`src/rtl/conv_job_sequencer_pkg.sv`:
```
// Shared types and constants for the convolution job sequencer.
// Optional feature macro: CONV_SEQ_PERF_CNT_EN (cycle counter at offset 0x1C).
package conv_seq_pkg;

   typedef enum logic [2:0] {
      IDLE  = 3'd0,
      CHECK = 3'd1,
      ISSUE = 3'd2,
      DRAIN = 3'd3,
      DONE  = 3'd4
   } seq_state_e;

   localparam logic [4:0] RegGie    = 5'h00;
   localparam logic [4:0] RegIer    = 5'h04;
   localparam logic [4:0] RegCtrl   = 5'h08;
   localparam logic [4:0] RegAck    = 5'h0C;
   localparam logic [4:0] RegPend   = 5'h10;
   localparam logic [4:0] RegDim    = 5'h14;
   localparam logic [4:0] RegStatus = 5'h18;
   localparam logic [4:0] RegPerf   = 5'h1C;

   localparam int unsigned PendDone  = 0;
   localparam int unsigned PendAbort = 1;
   localparam int unsigned PendErr   = 2;

endpackage

```
`src/rtl/conv_job_sequencer_if.sv`:
```
// Register bus and pixel request/result signals of the convolution job sequencer.
// master = host/datapath side, slave = sequencer.
interface conv_job_sequencer_if #(
   parameter int unsigned ADDR_W = 20
) ();

   logic              cfg_wr_en;
   logic              cfg_rd_en;
   logic [4:0]        cfg_addr;
   logic [31:0]       cfg_wdata;
   logic [31:0]       cfg_rdata;
   logic              rd_valid;
   logic              rd_ready;
   logic [ADDR_W-1:0] rd_addr;
   logic              rd_win;
   logic              res_valid;

   modport master (
      output cfg_wr_en, cfg_rd_en, cfg_addr, cfg_wdata, rd_ready, res_valid,
      input  cfg_rdata, rd_valid, rd_addr, rd_win
   );

   modport slave (
      input  cfg_wr_en, cfg_rd_en, cfg_addr, cfg_wdata, rd_ready, res_valid,
      output cfg_rdata, rd_valid, rd_addr, rd_win
   );

endinterface

```
`src/rtl/conv_job_sequencer_irq_ctrl.sv`:
```
// Interrupt controller: GIE/IER enables, PEND sticky bits with W1C ACK, registered level irq.
// A set pulse beats an ACK of the same bit in the same cycle.
module conv_irq_ctrl
   import conv_seq_pkg::*;
(
   input  logic       ACLK,
   input  logic       ARESET,
   input  logic       wr_en,
   input  logic [4:0] addr,
   input  logic [2:0] wdata,
   input  logic [2:0] set,
   output logic       gie,
   output logic [2:0] ier,
   output logic [2:0] pend,
   output logic       irq
);

   logic [2:0] ack;

   always_comb begin
      ack = 3'b000;
      if (wr_en && addr == RegAck) ack = wdata;
   end

   always_ff @(posedge ACLK) begin
      if (ARESET) begin
         gie  <= 1'b0;
         ier  <= 3'b000;
         pend <= 3'b000;
         irq  <= 1'b0;
      end else begin
         if (wr_en && addr == RegGie) gie <= wdata[0];
         if (wr_en && addr == RegIer) ier <= wdata;
         pend <= (pend & ~ack) | set;
         irq  <= gie & (|(pend & ier));
      end
   end

endmodule

```
`src/rtl/conv_job_sequencer.sv`:
```
// Walks a WxH image in raster order, one pixel request per cycle, tags full KxK windows,
// counts results and raises done/abort/error interrupts. Macro: CONV_SEQ_PERF_CNT_EN.
module conv_job_sequencer
   import conv_seq_pkg::*;
#(
   parameter int unsigned KERNEL = 3,
   parameter int unsigned DIM_W  = 16,
   parameter int unsigned ADDR_W = 20
) (
   input  logic                 ACLK,
   input  logic                 ARESET,
   conv_job_sequencer_if.slave  bus,
   output logic                 busy,
   output logic                 irq
);

   localparam int unsigned CNT_W = 2 * DIM_W;
   localparam logic [DIM_W-1:0] KDim = DIM_W'(KERNEL);
   localparam logic [DIM_W-1:0] KM1  = DIM_W'(KERNEL - 1);
   localparam logic [DIM_W-1:0] One  = DIM_W'(1);
   localparam logic [CNT_W-1:0] KExt = CNT_W'(KERNEL - 1);

   seq_state_e        state;
   logic [DIM_W-1:0]  dim_w, dim_h, col, row;
   logic [CNT_W-1:0]  expected, out_cnt;
   logic [2:0]        set_pulse;
   logic              rd_valid_q, rd_win_q;
   logic [ADDR_W-1:0] rd_addr_q;
   logic [31:0]       rdata_q, rdata_nxt, perf_rd;
   logic              gie;
   logic [2:0]        ier, pend;

   logic             ctrl_wr, do_start, do_abort, accept, last_pix, cnt_en;
   logic [DIM_W-1:0] col_nxt, row_nxt;
   logic [CNT_W-1:0] span_w, span_h, exp_calc;

   function automatic logic win_at(input logic [DIM_W-1:0] c, input logic [DIM_W-1:0] r);
      return (c >= KM1) && (r >= KM1);
   endfunction

   assign busy          = (state == ISSUE) || (state == DRAIN);
   assign bus.rd_valid  = rd_valid_q;
   assign bus.rd_addr   = rd_addr_q;
   assign bus.rd_win    = rd_win_q;
   assign bus.cfg_rdata = rdata_q;

   always_comb begin
      ctrl_wr  = bus.cfg_wr_en && (bus.cfg_addr == RegCtrl);
      // Abort only means something mid-job; otherwise a combined write is a plain start.
      do_abort = ctrl_wr && bus.cfg_wdata[1] && busy;
      do_start = ctrl_wr && bus.cfg_wdata[0] && (state == IDLE);
      accept   = rd_valid_q && bus.rd_ready;
      last_pix = (col == dim_w - One) && (row == dim_h - One);
      cnt_en   = busy && bus.res_valid && (out_cnt != expected);
      if (col == dim_w - One) begin
         col_nxt = '0;
         row_nxt = row + One;
      end else begin
         col_nxt = col + One;
         row_nxt = row;
      end
      span_w   = {{DIM_W{1'b0}}, dim_w} - KExt;
      span_h   = {{DIM_W{1'b0}}, dim_h} - KExt;
      exp_calc = span_w * span_h;
   end

   always_ff @(posedge ACLK) begin
      if (ARESET) begin
         state      <= IDLE;
         dim_w      <= '0;
         dim_h      <= '0;
         col        <= '0;
         row        <= '0;
         expected   <= '0;
         out_cnt    <= '0;
         set_pulse  <= 3'b000;
         rd_valid_q <= 1'b0;
         rd_addr_q  <= '0;
         rd_win_q   <= 1'b0;
      end else begin
         set_pulse <= 3'b000;
         if (bus.cfg_wr_en && bus.cfg_addr == RegDim && !busy) begin
            dim_w <= bus.cfg_wdata[DIM_W-1:0];
            dim_h <= bus.cfg_wdata[16 +: DIM_W];
         end
         if (cnt_en) out_cnt <= out_cnt + CNT_W'(1);
         if (do_abort) begin
            state                <= IDLE;
            rd_valid_q           <= 1'b0;
            set_pulse[PendAbort] <= 1'b1;
         end else begin
            unique case (state)
               IDLE: if (do_start) state <= CHECK;
               CHECK: begin
                  if (dim_w < KDim || dim_h < KDim) begin
                     state              <= DONE;
                     set_pulse[PendErr] <= 1'b1;
                  end else begin
                     state      <= ISSUE;
                     col        <= '0;
                     row        <= '0;
                     out_cnt    <= '0;
                     expected   <= exp_calc;
                     rd_valid_q <= 1'b1;
                     rd_addr_q  <= '0;
                     rd_win_q   <= win_at('0, '0);
                  end
               end
               ISSUE: begin
                  if (accept) begin
                     if (last_pix) begin
                        rd_valid_q <= 1'b0;
                        state      <= DRAIN;
                     end else begin
                        col       <= col_nxt;
                        row       <= row_nxt;
                        // Raster order makes row*W+col a running increment.
                        rd_addr_q <= rd_addr_q + ADDR_W'(1);
                        rd_win_q  <= win_at(col_nxt, row_nxt);
                     end
                  end
               end
               DRAIN: begin
                  if (out_cnt == expected) begin
                     state               <= DONE;
                     set_pulse[PendDone] <= 1'b1;
                  end
               end
               DONE: state <= IDLE;
               default: state <= IDLE;
            endcase
         end
      end
   end

`ifdef CONV_SEQ_PERF_CNT_EN
   logic [31:0] perf_cnt;

   always_ff @(posedge ACLK) begin
      if (ARESET) begin
         perf_cnt <= '0;
      end else if (do_start) begin
         perf_cnt <= '0;
      end else if (busy && perf_cnt != 32'hFFFF_FFFF) begin
         perf_cnt <= perf_cnt + 32'd1;
      end
   end

   assign perf_rd = perf_cnt;
`else
   assign perf_rd = 32'h0;
`endif

   always_comb begin
      rdata_nxt = 32'h0;
      case (bus.cfg_addr)
         RegGie:    rdata_nxt = {31'h0, gie};
         RegIer:    rdata_nxt = {29'h0, ier};
         RegPend:   rdata_nxt = {29'h0, pend};
         RegDim:    rdata_nxt = {{(16 - DIM_W){1'b0}}, dim_h, {(16 - DIM_W){1'b0}}, dim_w};
         RegStatus: rdata_nxt = {25'h0, state, 3'b000, busy};
         RegPerf:   rdata_nxt = perf_rd;
         default:   rdata_nxt = 32'h0;
      endcase
   end

   always_ff @(posedge ACLK) begin
      if (ARESET) begin
         rdata_q <= 32'h0;
      end else if (bus.cfg_rd_en) begin
         rdata_q <= rdata_nxt;
      end
   end

   conv_irq_ctrl u_irq_ctrl (
      .ACLK   (ACLK),
      .ARESET (ARESET),
      .wr_en  (bus.cfg_wr_en),
      .addr   (bus.cfg_addr),
      .wdata  (bus.cfg_wdata[2:0]),
      .set    (set_pulse),
      .gie    (gie),
      .ier    (ier),
      .pend   (pend),
      .irq    (irq)
   );

endmodule

```
`src/flat_wrapper.sv`:
```
// flat-port wrapper written by rule: the top's interface ports become plain ports
module conv_job_sequencer_flat import conv_seq_pkg::*;
#(
   parameter int unsigned KERNEL = 3,
   parameter int unsigned DIM_W  = 16,
   parameter int unsigned ADDR_W = 20
)
  (ACLK, ARESET, busy, irq, bus_cfg_wr_en, bus_cfg_rd_en, bus_cfg_addr, bus_cfg_wdata, bus_rd_ready, bus_res_valid, bus_cfg_rdata, bus_rd_valid, bus_rd_addr, bus_rd_win);
  conv_job_sequencer_if #(.ADDR_W(ADDR_W)) bus_i ();
  input  logic ACLK;
  input  logic ARESET;
  output logic busy;
  output logic irq;
  input wire logic [$bits(bus_i.cfg_wr_en)-1:0] bus_cfg_wr_en;
  input wire logic [$bits(bus_i.cfg_rd_en)-1:0] bus_cfg_rd_en;
  input wire logic [$bits(bus_i.cfg_addr)-1:0] bus_cfg_addr;
  input wire logic [$bits(bus_i.cfg_wdata)-1:0] bus_cfg_wdata;
  input wire logic [$bits(bus_i.rd_ready)-1:0] bus_rd_ready;
  input wire logic [$bits(bus_i.res_valid)-1:0] bus_res_valid;
  output wire logic [$bits(bus_i.cfg_rdata)-1:0] bus_cfg_rdata;
  output wire logic [$bits(bus_i.rd_valid)-1:0] bus_rd_valid;
  output wire logic [$bits(bus_i.rd_addr)-1:0] bus_rd_addr;
  output wire logic [$bits(bus_i.rd_win)-1:0] bus_rd_win;
  assign bus_i.cfg_wr_en = bus_cfg_wr_en;
  assign bus_i.cfg_rd_en = bus_cfg_rd_en;
  assign bus_i.cfg_addr = bus_cfg_addr;
  assign bus_i.cfg_wdata = bus_cfg_wdata;
  assign bus_i.rd_ready = bus_rd_ready;
  assign bus_i.res_valid = bus_res_valid;
  assign bus_cfg_rdata = bus_i.cfg_rdata;
  assign bus_rd_valid = bus_i.rd_valid;
  assign bus_rd_addr = bus_i.rd_addr;
  assign bus_rd_win = bus_i.rd_win;
  conv_job_sequencer #(.KERNEL(KERNEL), .DIM_W(DIM_W), .ADDR_W(ADDR_W)) u_core (.ACLK(ACLK), .ARESET(ARESET), .bus(bus_i), .busy(busy), .irq(irq));
endmodule
```
`config.mk`:
```
export PLATFORM = sky130hd
export DESIGN_NAME = conv_job_sequencer_flat
export DESIGN_NICKNAME = d
export VERILOG_FILES = /design/src/rtl/conv_job_sequencer_pkg.sv /design/src/rtl/conv_job_sequencer_if.sv /design/src/rtl/conv_job_sequencer_irq_ctrl.sv /design/src/rtl/conv_job_sequencer.sv /design/src/flat_wrapper.sv
export SDC_FILE = /design/constraint.sdc
export NUM_CORES = 1
export LEC_CHECK = 0
export CAP_MARGIN = 20
export CORE_ASPECT_RATIO = 2
export CORE_MARGIN = 3
export CORE_UTILIZATION = 25
export DETAILED_ROUTE_END_ITERATION = 10
export GPL_TIMING_DRIVEN = 1
export HOLD_SLACK_MARGIN = 0.05
export REMOVE_ABC_BUFFERS = 1
export SLEW_MARGIN = 20
export SYNTH_ARGS = -nofsm -noshare
export SYNTH_HDL_FRONTEND = slang
export SYNTH_HIERARCHICAL = 1
export SYNTH_SLANG_ARGS = --single-unit
```
`constraint.sdc`:
```
create_clock -name ACLK -period 11.1 [get_ports ACLK]
set_clock_uncertainty 0.05 [all_clocks]
set_input_delay 2.22 -clock ACLK [delete_from_list [all_inputs] [get_ports ACLK]]
set_output_delay 2.22 -clock ACLK [all_outputs]
set_load 0.02 [all_outputs]
```
==> flow_summary.toml, run 1 <==
[critical_path]
crit_type = "flip-flop to flip-flop"
crit_fanout = 8
r2r_slack_ns = 2.01
worst_ep_arrival_time_ns = 9.50
reg2regPathDepth = 26
end_kind = "flip-flop"
start_kind = "flip-flop"
worstPathRequired_ns = 11.50
r2r_end = "u_core/expected[23]"
reg2reg_from = "u_core/dim_w[1]"

[floorplanning]
fp.dieW_um = 211
dieArea_sq_mm = 0.0881
top_level_ports = 99
initial_core_util_pct = 25.2
fp-row-count = 150
die_h_um = 417
core_sq_mm = 0.0835

[logic_synthesis]
synth_edf_count = 0
yosysTopAreaCellShare_pct = 26.8
ys_async_sr_fraction_pct = 0
synth_cells = 2550
yosys.area.top_type = "fa_1"
netlist_area_sq_mm = 0.0211
avgSynthCellArea_sq_um = 8.27
synth_ff_type = "dfxtp_1"
synth_warnings = 6
synth_cell_types = 85
ys_top_cells_by_area = "fa_1 (27%), dfxtp_1 (19%), inv_1 (6.2%)"
yosysSeqAreaShare_pct = 18.6
yosys_register_bits = 196

[cells_and_area]
syn_to_final_growth_pct = 13.7
drive_above_1_share_pct = 4.99
antenna_cells = 0
fin_nets = 3011

[drt]
vias_per_cell = 5.00
postRouteWirelength_mm = 78.0
drt_pass1_iterations = 6
drc = 0
drtIter0Drc = 1087
final_antenna_net_count = 0
vias = 18300
wire_per_inst_um = 21.2

[job]
cap_violations = 0

[clock_network]
cts_root_buffer = "clkbuf_16"
h-tree-depth = 4
cts_max_path_buffers = 2
insertion_delay_ns = 0.52
cts_hold_buffers = 0
post_cts_buffers = 0
numCtsBuffers = 17
cts_resized = 0
cts.sinks = 196
path_clk_slew_ns = 0.08
cts_tree = "yes"

[timing]
final_max_slew_viol_count = 0
hold_viol = 0
period_needed_ns = 9.09
relSlewSlack_pct = 22.0
worst_slew_pin_slew_ns = 1.17
max_freq_ghz = 0.110
setup_viol = 0
rsz0062_at_grt = "no"
setup_tns_ns = 0
min_period_over_period_pct = 81.9

[grt]
gr-total-overflow = 0
grt_max_degree = 63
gr-usage-all-layers_pct = 18.1
grt_pass1_wl_mm = 117
grt_pass1_vias = 19600
antenna_found_initial = 2

[worst_hold_path]
hold_path_end = "u_core/u_irq_ctrl/pend[1]"
min_path_cells = 2
worstHoldPathType = "flip-flop to flip-flop"
min_from = "u_core/set_pulse[1]"

[place]
port_buffers = 98
gp_congestion = 1.02
hpwl_mm = 61.8

[outcome]
status = "finished clean"
==> stage by stage <==
stage               cells  hold slack (ns)  util (%)  worst slack [ns]  area [sq um]
floorplan            2414            0.355         -              3.01         20500
CTS                  3670            0.384      28.7              2.02         24000
finish               3670            0.384      28.7              2.01         24000
detailed placement   3638            0.372      27.9              2.05         23300
global placement     3638            0.365      27.9              2.17         23300
global route         3670            0.411      28.7              1.33         24000
==> area by class of cell <==
class	count	area, sq um
Multi-Input combinational cell	1865	15300
Clock inverter	15	206
Tap cell	1064	1330
Sequential cell	196	3920
Fill cell	8898	59500
Inverter	353	1330
Clock buffer	17	425
Timing Repair Buffer	160	1440
==> sequential cells by signal (all words and copies together), names as in the netlist <==
| name | flops |
|---|---|
| u_core/col | 16 |
| u_core/dim_h | 16 |
| u_core/u_irq_ctrl/irq | 1 |
| u_core/out_cnt | 32 |
| u_core/bus.rd_valid | 1 |
| u_core/bus.cfg_rdata | 32 |
| u_core/u_irq_ctrl/pend | 3 |
| u_core/state | 3 |
| u_core/row | 16 |
| u_core/dim_w | 16 |
| u_core/u_irq_ctrl/ier | 3 |
| u_core/u_irq_ctrl/gie | 1 |
| u_core/expected | 32 |
| u_core/bus.rd_win | 1 |
| u_core/set_pulse | 3 |
| u_core/bus.rd_addr | 20 |
==> worst max-delay path: stages (launching register included) <==
cell      delay, ns
dfxtp_1        0.31
inv_1          0.26
ha_1           0.38
or3b_2         0.53
or4_1          0.50
nor4_1         0.40
xor2_1         0.75
nand2b_1       0.16
fa_1           0.51
inv_1          0.05
fa_1           0.45
fa_1           0.53
fa_1           0.46
fa_1           0.55
inv_1          0.06
fa_1           0.54
inv_1          0.04
ha_1           0.37
nand4_1        0.13
a21oi_1        0.05
o41a_1         0.14
o311ai_0       0.73
a21oi_1        0.23
o211ai_1       0.31
a21boi_0       0.13
o31ai_1        0.24
and2_1         0.15
==> cell usage in the layout, fill, tap and decap left out, types with 31 or more instances in the layout <==
| cell | synthesis | layout |
|---|---|---|
| nand4_1 | 42 | 42 |
| o21ai_0 | 59 | 58 |
| inv_1 | 351 | 351 |
| nor3_1 | 43 | 42 |
| buf_4 | 1 | 63 |
| xnor2_1 | 125 | 125 |
| ha_1 | 93 | 93 |
| nor2_1 | 283 | 281 |
| a22oi_1 | 31 | 31 |
| clkdlybuf4s50_1 | 0 | 97 |
| fa_1 | 282 | 282 |
| a21oi_1 | 135 | 134 |
| dfxtp_1 | 196 | 196 |
| nand2_1 | 312 | 312 |
| xor2_1 | 57 | 56 |
| nand3_1 | 57 | 57 |
==> worst max-delay path by stage <==
stage,cells past startpoint,slack (ns),start,endpoint
finish,26,2.01,u_core/dim_w[1],u_core/expected[23]
global route,26,1.33,u_core/dim_w[1],u_core/expected[23]
CTS,26,2.02,u_core/dim_w[1],u_core/expected[31]
detailed placement,26,2.05,u_core/dim_w[1],u_core/expected[31]
global placement,26,2.17,u_core/dim_w[1],u_core/expected[31]
floorplan,26,3.01,u_core/dim_w[1],u_core/expected[31]
==> metal layers <==
metal,global-route usage [%],part of all wire [%]
met5,0,0.017
met4,15.3,9.8
met3,3.23,4.7
met2,34.3,54
met1,16.2,32
==> cells by family (layout without fill, tap and decap cells) <==
kind of cell             after synthesis  in the layout  share of synthesized area [%]
AO/OA/AOI/OAI                        368            368                           11.2
XOR/XNOR                             184            184                           7.75
adder cells (fa/ha/maj)              375            375                           32.3
buffers and inverters                489            545                           8.86
flip-flops                           196            196                           18.6
multiplexers                          12             12                          0.647
AND/OR/NAND/NOR                      926            926                           20.7
==> synthesized netlist by cell type, drive strengths merged, types with 16 or more instances <==
cell type	n
nor4	23
fa	282
or4	16
o31ai	21
buf	24
xnor2	126
nor3	44
inv	351
nor2	284
and3	24
nand4	42
dfxtp	196
or3	25
nand2	312
ha	93
a21oi	135
a22oi	31
xor2	57
clkbuf	112
nand3	57
nand2b	25
o21ai	59
Power of run 1 is left out: the tool's default activity adds up to more than one toggle a clock period on the data nets, which glitch-free logic cannot reach.
==> run 2: changes to the inputs <==
Clock period 11.1 ns to 7.6 ns, I/O delays scaled along.
==> flow_summary.toml, run 2 (synthesis results as in run 1) <==
[worst_hold_path]
min_path_cells = 2
worstHoldPathType = "flip-flop to flip-flop"

[drt]
drt_pass1_iterations = 7
final_antenna_net_count = 0
drc = 0
wire_per_inst_um = 20.4
drtIter0Drc = 1043
postRouteWirelength_mm = 78.3
vias = 19000
vias_per_cell = 4.95

[timing]
worst_slew_pin_slew_ns = 1.11
period_needed_ns = 7.55
final_max_slew_viol_count = 0
rsz0062_at_grt = "yes"
min_period_over_period_pct = 99.3
setup_viol = 0
setup_tns_ns = 0
max_freq_ghz = 0.133
relSlewSlack_pct = 25.5
hold_viol = 0
timing.hold.ws_ns = 0.387

[critical_path]
worst_ep_arrival_time_ns = 7.89
r2r_slack_ns = 0.05
crit_fanout = 4
crit_start = "u_core/dim_w[2]"
start_kind = "flip-flop"
worstPathRequired_ns = 7.94
reg2reg_from = "u_core/dim_w[2]"
reg2regPathDepth = 27
end_kind = "flip-flop"
crit_end = "u_core/expected[31]"
crit_type = "flip-flop to flip-flop"
r2r_end = "u_core/expected[31]"

[place]
port_buffers = 98
dp_cells = 3793
hpwl_mm = 64.7
gp_congestion = 1.01

[clock_network]
cts_root_buffer = "clkbuf_16"
insertion_delay_ns = 0.50
h-tree-depth = 4
cts_max_path_buffers = 2
cts_tree = "yes"
cts_hold_buffers = 0
path_clk_slew_ns = 0.09
numCtsBuffers = 17
cts.sinks = 196

[floorplanning]
top_level_ports = 99
dieArea_sq_mm = 0.0881
die_h_um = 417
core_sq_mm = 0.0835
fp.dieW_um = 211
fp-row-count = 150
initial_core_util_pct = 25.2

[grt]
gr-total-overflow = 0
grt_pass1_vias = 20100
grt_pass1_wl_mm = 118
grt_max_degree = 59
gr-usage-all-layers_pct = 17.9
antenna_found_initial = 2

[outcome]
status = "finished clean"

[cells_and_area]
syn_to_final_growth_pct = 22.6
final_cells = 3846
utilization_pct = 30.9
fin_nets = 3187
layout_commonest_cell = "inv_1"
antenna_cells = 0
final_cell_mix = "inv_1 (331), nand2_1 (309), nor2_1 (276)"
drive_above_1_share_pct = 14.2

[job]
cap_violations = 0
[run 2: cell count changes in the layout (fill, tap and decap cells not counted), sizes merged]
cell      before  now
clkinv         6    7
clkinvlp       1    0
buf           63  239
[run 2: cell type report]
cell class | count | area [sq um]
repair buffers | 336 | 2870
clock inverters | 15 | 245
clock buffers | 17 | 425
fillers | 8672 | 57700
flip-flops and latches | 196 | 3930
well taps | 1064 | 1330
multi-input cells | 1865 | 15700
inverters | 353 | 1330
[run 2: worst min path at each step]
stage,from,endpoint,slack (ns)
final,u_core/set_pulse[0],u_core/u_irq_ctrl/pend[0],0.39
after global routing,u_core/set_pulse[0],u_core/u_irq_ctrl/pend[0],0.40
after CTS,u_core/set_pulse[1],u_core/u_irq_ctrl/pend[1],0.39
after detailed placement,u_core/set_pulse[0],u_core/u_irq_ctrl/pend[0],0.38
after global placement,u_core/set_pulse[1],u_core/u_irq_ctrl/pend[1],0.38
after floorplan,u_core/set_pulse[0],u_core/u_irq_ctrl/pend[0],0.35
[run 2: repair_timing]
action	4_1_cts	5_1_grt
pin swaps	45	96
resized for setup	46	68
setup endpoints to repair	14	16
buffers inserted	7	16
[run 2: per-stage QoR]
| step | setup WS, ns | instance area [sq um] |
|---|---|---|
| CTS | -0.110 | 25500 |
| global placement | -0.256 | 24600 |
| finish | 0.0541 | 25800 |
| floorplan | -0.487 | 20500 |
| global route | -0.195 | 25800 |
| detailed placement | -0.344 | 24600 |
[run 2: metal layers]
layer	GRT usage [%]	share of wire, %	wire length [um]
met1	16.2	32	24900
met2	34.4	54	42000
met3	2.25	3.8	2960
met4	15.6	11	8450
met5	0	0	0
[run 2: worst max-delay path: stages, from the launching register on]
cell and delay [ns]:
dfxtp_2 0.33, inv_2 0.08, ha_4 0.12, or3b_4 0.37, or4_4 0.46, buf_6 0.15, or3_4 0.41, xor2_1 0.14
buf_4 0.19, buf_4 0.15, nor2_1 0.06, fa_1 0.54, inv_1 0.05, fa_2 0.58, inv_1 0.08, fa_1 0.58
fa_1 0.45, fa_1 0.55, inv_1 0.06, fa_1 0.53, inv_1 0.04, ha_1 0.32, inv_1 0.09, a2111o_1 0.34
a21oi_2 0.17, o211ai_1 0.13, a211o_1 0.27, o2111a_1 0.13
Power of run 2 is left out for the same reason.
